### src/rtl/riscv_pkg.sv
// Shared definitions for the instruction-fetch slice.
//   NOP_INSTR        : instruction presented on InstrF when no entry is valid
//   RESET_PC_DEFAULT : default fetch address after reset
//   fetch_entry_t    : one buffered fetch result {instr, pc}
//   pc_plus4         : 32-bit PC increment, wraps at 2^32
package riscv_pkg;

  localparam logic [31:0] NOP_INSTR        = 32'h0000_0033;
  localparam logic [31:0] RESET_PC_DEFAULT = 32'h0000_0000;

  typedef struct packed {
    logic [31:0] instr;
    logic [31:0] pc;
  } fetch_entry_t;

  function automatic logic [31:0] pc_plus4(input logic [31:0] pc);
    return pc + 32'd4;
  endfunction

endpackage

### src/rtl/fetch_buffer.sv
// Synchronous FIFO used both as the fetch buffer and as the in-order PC queue.
//   clk, reset : clock, synchronous active-high reset
//   flush      : empties the FIFO at the clock edge (overrides push/pop)
//   push, din  : write an entry; accepted when not full or when popping in the same cycle
//   pop, dout  : dout is the head entry; pop removes it (ignored when empty)
//   full, empty, count : occupancy status
module fetch_buffer
  import riscv_pkg::*;
#(
  parameter int unsigned DEPTH = 2,
  parameter type T = fetch_entry_t
) (
  input  logic                         clk,
  input  logic                         reset,
  input  logic                         flush,
  input  logic                         push,
  input  T                             din,
  input  logic                         pop,
  output T                             dout,
  output logic                         full,
  output logic                         empty,
  output logic [$clog2(DEPTH+1)-1:0]   count
);

  localparam int unsigned PW = (DEPTH > 1) ? $clog2(DEPTH) : 1;
  localparam int unsigned CW = $clog2(DEPTH + 1);

  T               mem [DEPTH];
  logic [PW-1:0]  wr_ptr;
  logic [PW-1:0]  rd_ptr;
  logic           do_push;
  logic           do_pop;

  function automatic logic [PW-1:0] ptr_inc(input logic [PW-1:0] p);
    return (p == PW'(DEPTH - 1)) ? '0 : p + PW'(1);
  endfunction

  assign empty   = (count == '0);
  assign full    = (count == CW'(DEPTH));
  assign do_pop  = pop && !empty;
  // A push into a full FIFO is only legal when the head leaves in the same cycle.
  assign do_push = push && (!full || do_pop);
  assign dout    = mem[rd_ptr];

  always_ff @(posedge clk) begin
    if (reset || flush) begin
      wr_ptr <= '0;
      rd_ptr <= '0;
      count  <= '0;
    end else begin
      if (do_push) wr_ptr <= ptr_inc(wr_ptr);
      if (do_pop)  rd_ptr <= ptr_inc(rd_ptr);
      count <= count + CW'(do_push) - CW'(do_pop);
    end
  end

  always_ff @(posedge clk) begin
    if (do_push && !reset && !flush) mem[wr_ptr] <= din;
  end

endmodule

### src/rtl/if_fetch_unit.sv
// Instruction-fetch producer for the IF/ID interface.
//   clk, reset          : clock, synchronous active-high reset
//   StallF              : IF/ID holding, head entry is not consumed
//   PCSrcE, PCTargetE   : redirect fetch to PCTargetE (overrides StallF)
//   ImemReq, ImemAddr   : request to instruction memory; ImemGnt accepts it
//   ImemRvalid, ImemRdata : in-order responses from instruction memory
//   InstrF, PCF, PCPlus4F, ValidF : head of the fetch buffer (NOP/0 when empty)
module if_fetch_unit
  import riscv_pkg::*;
#(
  parameter logic [31:0] RESET_PC    = RESET_PC_DEFAULT,
  parameter int unsigned FBUF_DEPTH  = 2,
  parameter int unsigned MAX_OUTSTND = 2
) (
  input  logic        clk,
  input  logic        reset,
  input  logic        StallF,
  input  logic        PCSrcE,
  input  logic [31:0] PCTargetE,
  output logic        ImemReq,
  output logic [31:0] ImemAddr,
  input  logic        ImemGnt,
  input  logic        ImemRvalid,
  input  logic [31:0] ImemRdata,
  output logic [31:0] InstrF,
  output logic [31:0] PCF,
  output logic [31:0] PCPlus4F,
  output logic        ValidF
);

  localparam int unsigned OW = $clog2(MAX_OUTSTND + 1);
  localparam int unsigned CW = $clog2(FBUF_DEPTH + 1);

  logic [31:0]   fetch_pc;
  logic [OW-1:0] outstanding;
  logic [OW-1:0] drop_cnt;
  logic [CW-1:0] occupancy;

  logic          issue;
  logic          rsp;
  logic          rsp_keep;
  logic          fbuf_pop;
  logic          fbuf_full;
  logic          fbuf_empty;
  fetch_entry_t  fbuf_in;
  fetch_entry_t  head;

  logic [31:0]   pcq_head;
  logic          pcq_full;
  logic          pcq_empty;
  logic [OW-1:0] pcq_count;

  // Credit rule: every granted request already owns a buffer slot, so the
  // buffer cannot overflow whatever the consumer does.
  assign ImemReq  = !reset && !PCSrcE
                 && ((32'(outstanding) + 32'(occupancy)) < FBUF_DEPTH)
                 && (32'(outstanding) < MAX_OUTSTND);
  assign ImemAddr = fetch_pc;
  assign issue    = ImemReq && ImemGnt;

  // A response with nothing outstanding is a protocol error and is ignored.
  assign rsp      = ImemRvalid && (outstanding != '0);
  assign rsp_keep = rsp && (drop_cnt == '0) && !PCSrcE;
  assign fbuf_pop = !fbuf_empty && !StallF && !PCSrcE;
  assign fbuf_in  = '{instr: ImemRdata, pc: pcq_head};

  always_ff @(posedge clk) begin
    if (reset) begin
      fetch_pc    <= RESET_PC;
      outstanding <= '0;
      drop_cnt    <= '0;
    end else if (PCSrcE) begin
      // No issue happens in a redirect cycle; everything still in flight is stale.
      fetch_pc    <= PCTargetE;
      outstanding <= outstanding - OW'(rsp);
      drop_cnt    <= outstanding - OW'(rsp);
    end else begin
      if (issue) fetch_pc <= pc_plus4(fetch_pc);
      outstanding <= outstanding + OW'(issue) - OW'(rsp);
      if (rsp && (drop_cnt != '0)) drop_cnt <= drop_cnt - OW'(1);
    end
  end

  // Stale PCs are flushed on redirect, so the queue only ever holds PCs whose
  // responses will be kept; dropped responses never pop it.
  fetch_buffer #(
    .DEPTH (MAX_OUTSTND),
    .T     (logic [31:0])
  ) u_pc_queue (
    .clk   (clk),
    .reset (reset),
    .flush (PCSrcE),
    .push  (issue),
    .din   (fetch_pc),
    .pop   (rsp_keep),
    .dout  (pcq_head),
    .full  (pcq_full),
    .empty (pcq_empty),
    .count (pcq_count)
  );

  fetch_buffer #(
    .DEPTH (FBUF_DEPTH),
    .T     (fetch_entry_t)
  ) u_fetch_buf (
    .clk   (clk),
    .reset (reset),
    .flush (PCSrcE),
    .push  (rsp_keep),
    .din   (fbuf_in),
    .pop   (fbuf_pop),
    .dout  (head),
    .full  (fbuf_full),
    .empty (fbuf_empty),
    .count (occupancy)
  );

  always_comb begin
    ValidF   = !fbuf_empty;
    InstrF   = NOP_INSTR;
    PCF      = '0;
    PCPlus4F = '0;
    if (!fbuf_empty) begin
      InstrF   = head.instr;
      PCF      = head.pc;
      PCPlus4F = pc_plus4(head.pc);
    end
  end

  a_no_overflow : assert property (@(posedge clk) disable iff (reset)
    !(rsp_keep && fbuf_full && !fbuf_pop));
  a_rsp_protocol : assert property (@(posedge clk) disable iff (reset)
    !(ImemRvalid && (outstanding == '0)));
  a_pcq_no_overflow : assert property (@(posedge clk) disable iff (reset)
    !(issue && pcq_full));
  a_pcq_has_pc : assert property (@(posedge clk) disable iff (reset)
    !(rsp_keep && pcq_empty));
  a_pcq_bounded : assert property (@(posedge clk) disable iff (reset)
    (32'(pcq_count) <= 32'(outstanding)));

endmodule
### config.mk
export PLATFORM = sky130hd
export DESIGN_NAME = if_fetch_unit
export DESIGN_NICKNAME = d
export VERILOG_FILES = /design/src/rtl/riscv_pkg.sv /design/src/rtl/fetch_buffer.sv /design/src/rtl/if_fetch_unit.sv
export SDC_FILE = /design/constraint.sdc
export NUM_CORES = 1
export LEC_CHECK = 0
export ABC_AREA = 1
export ABC_CLOCK_PERIOD_IN_PS = 8180
export BUFFER_PORTS_ARGS = -buffer_cell sky130_fd_sc_hd__buf_4
export CAP_MARGIN = 20
export CORE_UTILIZATION = 40
export CTS_BUF_LIST = sky130_fd_sc_hd__clkbuf_4
export DETAILED_ROUTE_END_ITERATION = 16
export PLACE_DENSITY = 0.56
export SLEW_MARGIN = 30
export SYNTH_ARGS = -nofsm -noshare
export SYNTH_HDL_FRONTEND = slang
export SYNTH_HIERARCHICAL = 1
export SYNTH_SLANG_ARGS = --single-unit
### constraint.sdc
create_clock -name clk -period 8.18 [get_ports clk]
set_clock_uncertainty 0.1 [all_clocks]
set_input_delay 2.045 -clock clk [delete_from_list [all_inputs] [get_ports clk]]
set_output_delay 2.045 -clock clk [all_outputs]
set_load 0.02 [all_outputs]
# Yosys cells after proc, flatten, opt, wreduce, memory -nomap -nowiden
# Memory sizes are Yosys's and may differ from the RTL's. A register that Yosys moved wholly into a read port is not among the register bits.
# Index checks and enable logic that the tools add are counted.
dict set report classes {
  addsub 15
  n_lt_le_gt_ge 2
  n_reduce_logical 35
  n_mux 20
  eq_ne 2
}
# cell n
set ops {}
lappend ops {{two-way mux 32 bit} 5}
lappend ops {{adder 32 x 3 -> 32 bit, second input constant} 2}
lappend ops {{logical AND 1 bit} 18}
lappend ops {{two-way mux 1 bit} 12}
lappend ops {{nonzero test 2 bit} 4}
lappend ops {{subtractor 2 x 1 -> 2 bit} 4}
lappend ops {{logical NOT 1 bit} 7}
lappend ops {{adder 2 x 1 -> 2 bit} 3}
lappend ops {{logical NOT 2 bit} 3}
lappend ops {{two-way mux 2 bit} 3}
lappend ops {{adder 1 bit, second input constant} 4}
lappend ops {{equality test 2 bit, second input constant} 2}
lappend ops {{adder 2 x 2 -> 3 bit} 1}
lappend ops {{logical OR 1 bit} 3}
lappend ops {{< comparator 3 x 2 -> 1 bit, second input constant} 1}
lappend ops {{< comparator 2 bit, second input constant} 1}
lappend ops {{subtractor 2 x 1 -> 2 bit, second input constant} 1}
dict set report word_totals {
  input_bits 70
  output_inout_bits 130
  memories 2
  elab_cells 85
  ram_bits 192
  ff_bits 44
}
# memory depth word_bits read_ports rd_clocked_by_memory_dff wr line_no
set memory_table {}
lappend memory_table {u_fetch_buf.mem 2 64 1 1 1 fetch_buffer.sv:28} ;# T mem [DEPTH];
lappend memory_table {u_pc_queue.mem 2 32 1 1 1 fetch_buffer.sv:28}

# Depth between registers and ports, before layout
# Gate-level depths: netlist of run 1.
dict set report logic_depth {
  word_depth 11
  depth_mapped 19
  ltp_nobuf 18
}

# Hierarchy
# The synthesis of run 1 kept the hierarchy.
# mod seq_area_each_um2 area_each_um2 n_inst cells_per_inst
set by_module_without_submodules {}
lappend by_module_without_submodules {{fetch_buffer (u_fetch_buf)} 3943.8 5190.0 1 245}
lappend by_module_without_submodules {if_fetch_unit 720.7 3890.0 1 723}
lappend by_module_without_submodules {{fetch_buffer (u_pc_queue)} 2021.9 2746.4 1 146}

# Worst setup path before layout of run 1
# Ideal clock, no wire load.
dict set report synth_path {
  path_kind {input port to flip-flop}
  from {input PCSrcE}
  to {memory u_fetch_buf/mem[1][0] (netlist bit), enable pin}
  setup_time_ns 0.487
  arrival_time_ns 5.632
  required_time_ns 7.593
  path_stages 5
  setup_slack_ns 1.961
  path_buffers 2
  path_cell_list {buf_2 clkbuf_1 nor3_1 o21ai_1 nor2_1}
}
dict set report synth_between {
  elab_cells_between_ends 10
  cone_classes {mux (2); reduce/logical (8)}
}
# item line_no
set synth_rtl {}
lappend synth_rtl {{start: declaration} if_fetch_unit.sv:18} ;# input logic PCSrcE,
lappend synth_rtl {{logical NOT 1 bit} if_fetch_unit.sv:63} ;# assign rsp_keep = rsp && (drop_cnt == '0) && !PCSrcE;
lappend synth_rtl {{logical AND 1 bit} if_fetch_unit.sv:63}
lappend synth_rtl {{named net rsp_keep} if_fetch_unit.sv:41} ;# logic rsp_keep;
lappend synth_rtl {{logical AND 1 bit} fetch_buffer.sv:42} ;# assign do_push = push && (!full || do_pop);
lappend synth_rtl {{logical AND 1 bit (2 in a row)} fetch_buffer.sv:58} ;# if (do_push && !reset && !flush) mem[wr_ptr] <= din;
lappend synth_rtl {{two-way mux 1 bit} fetch_buffer.sv:58}
lappend synth_rtl {{two-way mux 1 bit (not written as such)} fetch_buffer.sv:58}
lappend synth_rtl {{end: declaration} fetch_buffer.sv:28}
# The timed path passes the listed nets, and every way through them passes these cells.

==> impl_results.md, run 1 <==
* Final Instance Area at 14300 µm²
* Kind of critical path: flip-flop to primary output
* Critical R2R Launch: u_fetch_buf/count[0]
* Sw frac at 0.237
* Vias after detailed routing at 8321
* Final setup violation count at 0
* Total negative setup slack at 0 ns
* Hold slack at 0.383 ns
* Mapped Area at 11800 µm²
* Core Box Area at 28900 µm²
* Max-slew violations at 0
* CTS tree: built
* Die area at 30200 µm²
* Initial Util at 0.410
* Internal at 0.00190 W
* RD Place Congestion at 0.845
* Fillers at 2776
* Relative slew slack at 0.391
* Avg Vias per Cell at 4.70
* Clk Latency, worst-skew pair at 0.67 ns
* Final hold vios at 0
* Final non-filler cell total at 1769
* Row count at 62
* Die X at 174 µm
* Hold WC Path Type: flip-flop to flip-flop
* VDD IR max at 0.0000715 V
* Largest net degree at the start of global routing at 88
* Slew @ Worst Pin at 0.914 ns
* First-pass GRT wire length at 41.8 mm
* Share of cells above drive strength 1 at 0.317
* Nature of the critical path endpoint: primary output
* # port buffers at 199
* Avg Inst Size Synth at 10.6 µm²
* CTS Root Cell: clkbuf_4
* Clk sinks at 238
* CP required at 6.04 ns
* Placed cell count at 1666
* Worst Min Path Start: u_fetch_buf/wr_ptr
* Final nets at 1423
* Placement Cell Area at 13500 µm²
* Clock buffer depth at 3
* Post-CTS Hold Fix Bufs at 0
* CTS buffer count at 60
* Tmin final at 5.93 ns
* Clock power frac at 0.377
* P_sw at 0.000590 W
* Remaining DRCs at 0
* Resized Gates After CTS at 0
* P&R area growth vs syn at 20.7%
* Yosys warnings at 6
* Element type at the critical path start: flip-flop
* Pwr dens at 174 nW/µm²
* Fmax at 169 MHz
* Combinational power share at 0.078
* Post-Syn Instances at 1112
* Leakage at 5.91 nW
* Vias in the first global route at 7991
* Wirelength per Cell at 15.0 µm
* Remaining global-route overflow at 0
* Register share of total power at 0.545
* Max H-tree Level at 2
* Top Ports at 200
* Clock Pin Slew Worst Setup and Hold Paths at 0.06 ns
* Final period utilization at 0.724
* Setup Buffers After CTS at 0
* GRT Resource Usage Total at 0.174
* Die height at 174 µm
* DRT iter0 DRCs at 423
* Status: finished clean
* Initial antenna violation count at 1
* Detail Placement HPWL at 18.5 mm
* Drt pass-1 iters at 5
* CP Data Arrival Time at 3.78 ns
* RSZ-0062 raised after global routing: false
* Synth Net Count at 1191
* CP max FO at 38
* Routed WL at 26.5 mm
* Core Util, Final at 0.494
* Antenna viol nets, final at 0
* Max_cap viols at 0
-- routing by layer --
metal / global-route usage / vias to the layer above / share of wire
li1: - / 4184 / -
met1: 0.243 / 3799 / 0.48
met2: 0.268 / 284 / 0.44
met3: 0.0363 / 54 / 0.062
met4: 0.0588 / 0 / 0.021
met5: 0 / - / 0
-- placed cells by master (no fill, tap or decap), types with 2 or more instances in the layout --
cell	instances
buf_4	205
nand2_1	198
edfxtp_1	192
nor2_1	163
inv_1	153
mux2_4	90
clkbuf_4	88
nand3_1	46
dfxtp_1	44
a21oi_1	41
o21ai_0	27
nor3_1	19
xor2_1	18
clkinv_1	11
nor2_2	10
nor2_4	8
ha_1	8
or2_2	7
a31oi_1	7
inv_2	6
mux2_2	6
nor3_2	4
nand2_2	4
nand4_1	4
nor3_4	2
o22ai_1	2
nor3b_1	2
nand3b_1	2
o21ai_1	2
clkinv_2	2
dfxtp_4	2
-- worst max-delay path: stages (launching register included) --
cell and delay [ns]:
dfxtp_4 0.82, buf_4 0.57, mux2_4 0.28, ha_1 0.21, nand2_2 0.09, nor2_4 0.14
nand2_2 0.09, nor2_4 0.24, nand2_1 0.16, nor3_1 0.19, o22ai_1 0.11, inv_1 0.07
buf_4 0.13
-- power by group through the flow --
| stage | registers, W | clock network (W) | logic [W] |
|---|---|---|---|
| 2_1_floorplan | 0.00138 | 0 | 0.000105 |
| 3_3_place_gp | 0.00138 | 0 | 0.000193 |
| 3_5_place_dp | 0.00138 | 0 | 0.000195 |
| 4_1_cts | 0.00135 | 0.000981 | 0.000196 |
| 5_1_grt | 0.00136 | 0.00104 | 0.000215 |
| 6_report | 0.00135 | 0.000938 | 0.000193 |
-- area by class of cell --
type                       count  area, µm²  area share
antenna                        1       2.50    0.000175
clock buffer                  88        661      0.0463
clock inverter                14       55.1     0.00386
inverter                     158        593      0.0416
multi-input combinational    681       4240       0.297
sequential                   238       6690       0.469
tap                          384        480      0.0337
timing repair buffer         205       1540       0.108
-- registers in the layout, indices dropped and copies added (netlist names), named ones only --
name,cells
outstanding,2
u_fetch_buf/rd_ptr,1
u_pc_queue/count,2
u_fetch_buf/mem,128
u_fetch_buf/count,2
u_pc_queue/rd_ptr,1
u_fetch_buf/wr_ptr,1
drop_cnt,2
ImemAddr,32
u_pc_queue/mem,64
u_pc_queue/wr_ptr,1
-- path summary, 6_finish.rpt --
| path | to | slack, ns | cells after the start |
|---|---|---|---|
| worst min register to register | u_fetch_buf/wr_ptr | 0.38 | 2 |
| worst min-delay path | u_fetch_buf/wr_ptr | 0.38 | 2 |
| worst max-delay path | PCPlus4F[14] | 2.25 | 12 |
| worst max register to register | u_pc_queue/mem[0][7] | 5.09 | 11 |
-- through the flow --
stage          total power [W]  setup slack [ns]
6_report               0.00249              2.25
5_1_grt                0.00261              1.88
4_1_cts                0.00253              2.12
3_5_place_dp           0.00158              2.91
3_3_place_gp           0.00157              2.96
2_1_floorplan          0.00149              1.96
No activity file was read; power rests on OpenSTA's default activity.
==> inputs of run 2 (changes only) <==
- ABC_CLOCK_PERIOD_IN_PS: 8180 -> 4800
- PLACE_DENSITY: 0.56 -> 0.58
- clock period: 8.18 -> 4.8 ns (I/O delays scaled with it)
==> run 2 against run 1 <==
  * Flip-flop and latch count stayed put
  * Combinational power increased by 72%
  * Sequential power up 71%
  * Die area is the same
  * Routed wire length up 0.56%
  * Power is 79% higher
  * Clock-buffer cell count up 8
  * Critical path depth decreased by 1
  * Clock power up 93%
  * Non-clock buffer count up 3
  * Global-route usage rose by 0.30 points
  * Largest cell class unchanged
  * Highest routed layer unchanged
==> impl_results.md, run 2 (synthesized netlist as in run 1, its figures left out) <==
* Tmin final at 4.34 ns
* Max FFs per register at 128 (unchanged)
* Largest net degree at the start of global routing at 65 (-26%)
* Worst path top cell family by delay: simple AND/OR/NAND/NOR gates
* Final nets at 1432 (+0.63%)
* Clk Latency, worst-skew pair at 0.65 ns (-0.02 ns)
* RSZ-0062 raised after global routing: false
* Detail Placement HPWL at 18.9 mm (+2.4%)
* Kind of critical path: flip-flop to primary output
* Most common cell after layout, fill and taps aside: buf_4
* CP max FO at 33 (-13%)
* Post-CTS Hold Fix Bufs at 0 (unchanged)
* CTS buffer count at 66 (+10%)
* Top Ports at 200 (unchanged)
* Drt pass-1 iters at 5 (unchanged)
* Worst path max stage delay at 0.75 ns (-0.07 ns)
* Max_cap viols at 0 (unchanged)
* Most frequent cells in the layout: 206 x buf_4, 198 x nand2_1, 192 x edfxtp_1, 163 x nor2_1, 153 x inv_1
* Cell at the slowest stage of the critical path: dfxtp_4
* Top reg by flops: u_fetch_buf/mem
* Relative slew slack at 0.580 (+0.189)
* CTS Root Cell: clkbuf_4
* Antenna viol nets, final at 0 (unchanged)
* Placed cell count at 1669 (+0.18%)
* CP required at 3.50 ns (-2.54 ns)
* Avg Vias per Cell at 4.71 (about the same)
* Total negative setup slack at 0 ns (unchanged)
* Clock buffer depth at 3 (unchanged)
* Vias after detailed routing at 8389 (+0.82%)
* GRT Resource Usage Total at 0.177 (+0.00302)
* Nature of the critical path endpoint: primary output
* Clock Pin Slew Worst Setup and Hold Paths at 0.06 ns (about the same)
* Die X at 174 µm (unchanged)
* Die height at 174 µm (unchanged)
* Fillers at 2687 (-3.2%)
* Crit-path cells: mux2_4, ha_1, nand2_2, nor2_4, nand2_2, nor2_4, nand2_1, nor2_2, nand3_1, o21a_1, buf_4
* Max H-tree Level at 3 (+1)
* Hold WC Path Type: flip-flop to flip-flop
* Remaining global-route overflow at 0 (unchanged)
* CP Data Arrival Time at 3.04 ns (-0.74 ns)
* # port buffers at 199 (unchanged)
* Die area at 30200 µm² (unchanged)
* Routed WL at 26.6 mm (+0.56%)
* Max-slew violations at 0 (unchanged)
* Vias in the first global route at 8159 (+2.1%)
* Row count at 62 (unchanged)
* Wirelength per Cell at 14.9 µm (-0.17%)
* DRT iter0 DRCs at 393 (-7.1%)
* Critical path buffers and inverters at 1 (-2)
* Final WS setup at 0.455 ns (-1.80 ns)
* Initial Util at 0.410 (unchanged)
* Final period utilization at 0.905
* Resized Gates After CTS at 0 (unchanged)
* First-pass GRT wire length at 42.5 mm (+1.7%)
* Element type at the critical path start: flip-flop
* Final non-filler cell total at 1782 (+0.73%)
* CTS tree: built
* Status: finished clean
* Slew @ Worst Pin at 0.630 ns (-0.284 ns)
* Clk sinks at 238 (unchanged)
* Core Box Area at 28900 µm² (unchanged)
* Share of cells above drive strength 1 at 0.322 (+0.00492)
* Place WS at 1.04 ns (-1.87 ns)
* Remaining DRCs at 0 (unchanged)
* Leakage at 5.99 nW (+1.3%)
* VDD IR max at 0.000130 V (+82%)
* Fmax at 230 MHz
* Pwr dens at 309 nW/µm² (+77%)
* Final setup violation count at 0 (unchanged)
* RD Place Congestion at 0.890 (+5.4%)
* Setup Buffers After CTS at 0 (unchanged)
* P&R area growth vs syn at 22.1%
* Initial antenna violation count at 1 (unchanged)
* Final hold vios at 0 (unchanged)
## run 2: cell count changes in the layout (fill, tap and decap cells not counted), sizes merged
cell,change
clkbuf,+8
buf,+3
bufinv,+2
clkinv,+1
inv,-1
## run 2: cell type report
cell class / count / area [µm²] / share of cell area
tap: 384 / 480 / 0.0333
clock inverter: 16 / 114 / 0.00789
antenna: 1 / 2.50 / 0.000173
sequential: 238 / 6690 / 0.464
clock buffer: 96 / 721 / 0.0500
multi-input combinational: 681 / 4240 / 0.294
timing repair buffer: 208 / 1590 / 0.110
inverter: 158 / 593 / 0.0411
## run 2: routing by layer
metal,global-route usage,vias up,routed length [µm]
li1,-,4208,-
met1,0.240,3843,12400
met2,0.276,303,12000
met3,0.0433,35,1780
met4,0.0588,0,389
met5,0,-,0
## run 2: report_power, final
group | internal, W | leakage [nW] | switching (W)
sequential | 0.00226 | 2.12 | 0.0000481
combinational | 0.000143 | 3.38 | 0.000189
clock | 0.00102 | 0.497 | 0.000794
## run 2: worst register-to-register path, cell delays in order (launching register included)
cell and delay, ns:
dfxtp_1 0.43, nand2_1 0.08, inv_1 0.07, fa_1 0.41
nor2_1 0.21, nand4_4 0.22, inv_2 0.46, o21ai_2 0.15
inv_1 0.10, nand2_1 0.07, inv_1 0.05, buf_4 0.36
## run 2: path summary, 6_finish.rpt
check | cells past startpoint | slack [ns] | start | end
setup / recovery | 11 | 0.46 | flip-flop | PCPlus4F[18]
hold / removal | 2 | 0.40 | u_fetch_buf/wr_ptr | u_fetch_buf/wr_ptr
setup reg to reg | 11 | 1.74 | u_fetch_buf/count[0] | u_pc_queue/mem[0][1]
hold reg to reg | 2 | 0.40 | u_fetch_buf/wr_ptr | u_fetch_buf/wr_ptr
## run 2: through the flow
step	total power, W	util	instance area, µm²	hold WS [ns]
6_report	0.00445	0.500	14400	0.396
5_1_grt	0.00467	0.500	14400	0.420
4_1_cts	0.00453	0.500	14400	0.397
3_5_place_dp	0.00269	0.471	13600	0.388
3_3_place_gp	0.00268	0.471	13600	0.375
2_1_floorplan	0.00253	-	11800	0.356
==> inputs of run 3 (changes only) <==
- CELL_PAD_IN_SITES_DETAIL_PLACEMENT: not set -> 2
- CELL_PAD_IN_SITES_GLOBAL_PLACEMENT: not set -> 2
- CORE_UTILIZATION: 40 -> 34
- PLACE_DENSITY: 0.58 -> 0.75
==> run 3 against run 2 <==
  * Power decreased by 2.5%
  * Flip-flop and latch count unchanged
  * Clock power is 7% lower
  * Critical endpoint unchanged
  * Critical path depth did not move
  * Fmax decreased by 0.95%
  * Register-to-register slack worse by 0.04 ns
  * Via count grew 4.2%
==> impl_results.md, run 3 (synthesized netlist as in run 1, its figures left out) <==
* Grt met3 use at 0.0358 (-0.00755)
* Final hold vios at 0 (unchanged)
* Final Instance Area at 14400 µm² (+0.11%)
* WP depth at 11 (unchanged)
* Max-slew violations at 0 (unchanged)
* Detail Placement HPWL at 26.3 mm (+39%)
* Drt pass-1 iters at 4 (-1)
* Final period utilization at 0.914 (+0.00867)
* Status: finished clean
* Hold WC Path Type: flip-flop to flip-flop
* # port buffers at 199 (unchanged)
* Antenna viol nets, final at 0 (unchanged)
* Largest net degree at the start of global routing at 43 (-34%)
* CTS Root Cell: clkbuf_4
* Routed WL at 34.8 mm (+31%)
* Setup Buffers After CTS at 0 (unchanged)
* Worst path top cell family by delay: simple AND/OR/NAND/NOR gates
* CP max FO at 31 (-6.1%)
* Final nets at 1429 (-0.21%)
* Worst path max stage delay at 0.71 ns (-0.04 ns)
* Fmax at 228 MHz (-0.95%)
* Cell at the slowest stage of the critical path: dfxtp_4
* Final setup violation count at 0 (unchanged)
* Most Crowded Layer GR: met2
* GR met2 Demand/Resource at 0.354 (+0.0777)
* Remaining global-route overflow at 0 (unchanged)
* Resized Gates After CTS at 0 (unchanged)
* DRT iter0 DRCs at 251 (-36%)
* Top Ports at 200 (unchanged)
* Element type at the critical path start: flip-flop
* Crit-path cells: mux2_4, ha_1, nand2_2, nor2_4, nand2_2, nor2_4, nand2_1, nor2_2, nand3_1, o21a_1, buf_4
* Critical path buffers and inverters at 1 (unchanged)
* Tmin final at 4.39 ns (+0.0416 ns)
* Avg Vias per Cell at 4.73 (+0.47%)
* Initial Util at 0.349 (-0.0606)
* RSZ-0062 raised after global routing: false
* Total negative setup slack at 0 ns (unchanged)
* Most frequent cells in the layout: 208 x buf_4, 198 x nand2_1, 192 x edfxtp_1, 163 x nor2_1, 153 x inv_1
* GRT Resource Usage Total at 0.193 (+0.0161)
* Pwr dens at 301 nW/µm² (-2.6%)
* Share of cells above drive strength 1 at 0.319 (-0.00332)
* Met1 Track Usage GR at 0.226 (-0.0140)
* Max FFs per register at 128 (unchanged)
* Relative slew slack at 0.563 (-0.0171)
* Die area at 35500 µm² (+17%)
* Nature of the critical path endpoint: primary output
* CTS buffer count at 61 (-7.6%)
* Most common cell after layout, fill and taps aside: buf_4
* R2R cell count at 14 (+3)
* Wirelength per Cell at 18.8 µm (+26%)
* Clk Latency, worst-skew pair at 0.69 ns (+0.04 ns)
* Die height at 188 µm (+8.4%)
* Slew @ Worst Pin at 0.654 ns (+0.0242 ns)
* Die X at 188 µm (+8.4%)
* Initial antenna violation count at 1 (unchanged)
* Clock buffer depth at 3 (unchanged)
* Remaining DRCs at 0 (unchanged)
* Max H-tree Level at 2 (-1)
* Leakage at 5.96 nW (-0.56%)
* Row count at 67 (+8.1%)
* Top reg by flops: u_fetch_buf/mem
* Max_cap viols at 0 (unchanged)
* Vias in the first global route at 9722 (+19%)
* Clock Pin Slew Worst Setup and Hold Paths at 0.07 ns (about the same)
* First-pass GRT wire length at 53.4 mm (+26%)
* CP required at 3.50 ns (about the same)
* VDD IR max at 0.000152 V (+17%)
* Clk sinks at 238 (unchanged)
* CP Data Arrival Time at 3.09 ns (+0.05 ns)
* Vias after detailed routing at 8741 (+4.2%)
* Core Box Area at 33900 µm² (+17%)
* RD Place Congestion at 0.819 (-8.0%)
* P&R area growth vs syn at 22.2%
* CTS tree: built
* Hold depth at 2 (unchanged)
* Kind of critical path: flip-flop to primary output
* Placement Cell Area at 13700 µm² (+0.72%)
* Post-CTS Hold Fix Bufs at 0 (unchanged)
==> run 3: changes by cell type in the layout (fill, tap and decap cells not counted), sizes merged <==
cell | previous run | this run
clkinv | 14 | 24
clkinvlp | 0 | 1
buf | 208 | 210
inv | 158 | 159
bufinv | 2 | 0
clkbuf | 96 | 86
==> run 3: final timing paths <==
path                          endpoint  slack (ns)                 start
hold reg to reg      u_pc_queue/wr_ptr        0.41     u_pc_queue/wr_ptr
setup / recovery          PCPlus4F[18]        0.41             flip-flop
setup reg to reg  u_fetch_buf/count[1]        1.70  u_fetch_buf/count[1]
hold / removal       u_pc_queue/wr_ptr        0.41     u_pc_queue/wr_ptr
==> run 3: final cells by class <==
| cell class | count | area [µm²] |
|---|---|---|
| flip-flops and latches | 238 | 6690 |
| clock buffers | 86 | 646 |
| diodes | 1 | 2.50 |
| repair buffers | 210 | 1600 |
| fillers | 3689 | 19400 |
| inverters | 158 | 593 |
| well taps | 448 | 561 |
| multi-input cells | 681 | 4240 |
| clock inverters | 26 | 108 |
==> run 3: worst min-delay path: stages (launching register included) <==
cell and delay [ns]:
dfxtp_1 0.32, nand3_1 0.09, nand2_1 0.05
==> run 3: through the flow <==
stage	std cells	hold slack, ns	util	setup slack [ns]	total power (W)
floorplan	1112	0.356	-	0.490	0.00253
global placement	1735	0.371	0.404	1.20	0.00269
detailed placement	1735	0.389	0.404	1.07	0.00271
CTS	1847	0.406	0.426	0.269	0.00442
global route	1848	0.421	0.426	0.134	0.00455
finish	1848	0.408	0.426	0.414	0.00435
==> run 3: layer usage <==
metal / share of wire / vias to the layer above
li1: - / 4186
met1: 0.42 / 4283
met2: 0.51 / 226
met3: 0.045 / 46
met4: 0.020 / 0
met5: 0 / -
==> run 3: where the power goes <==
group,total (W),switching (W),internal (W)
combinational,0.000348,0.000204,0.000144
clock,0.00169,0.000856,0.000829
sequential,0.00231,0.0000529,0.00226
total,0.00435,0.00111,0.00323
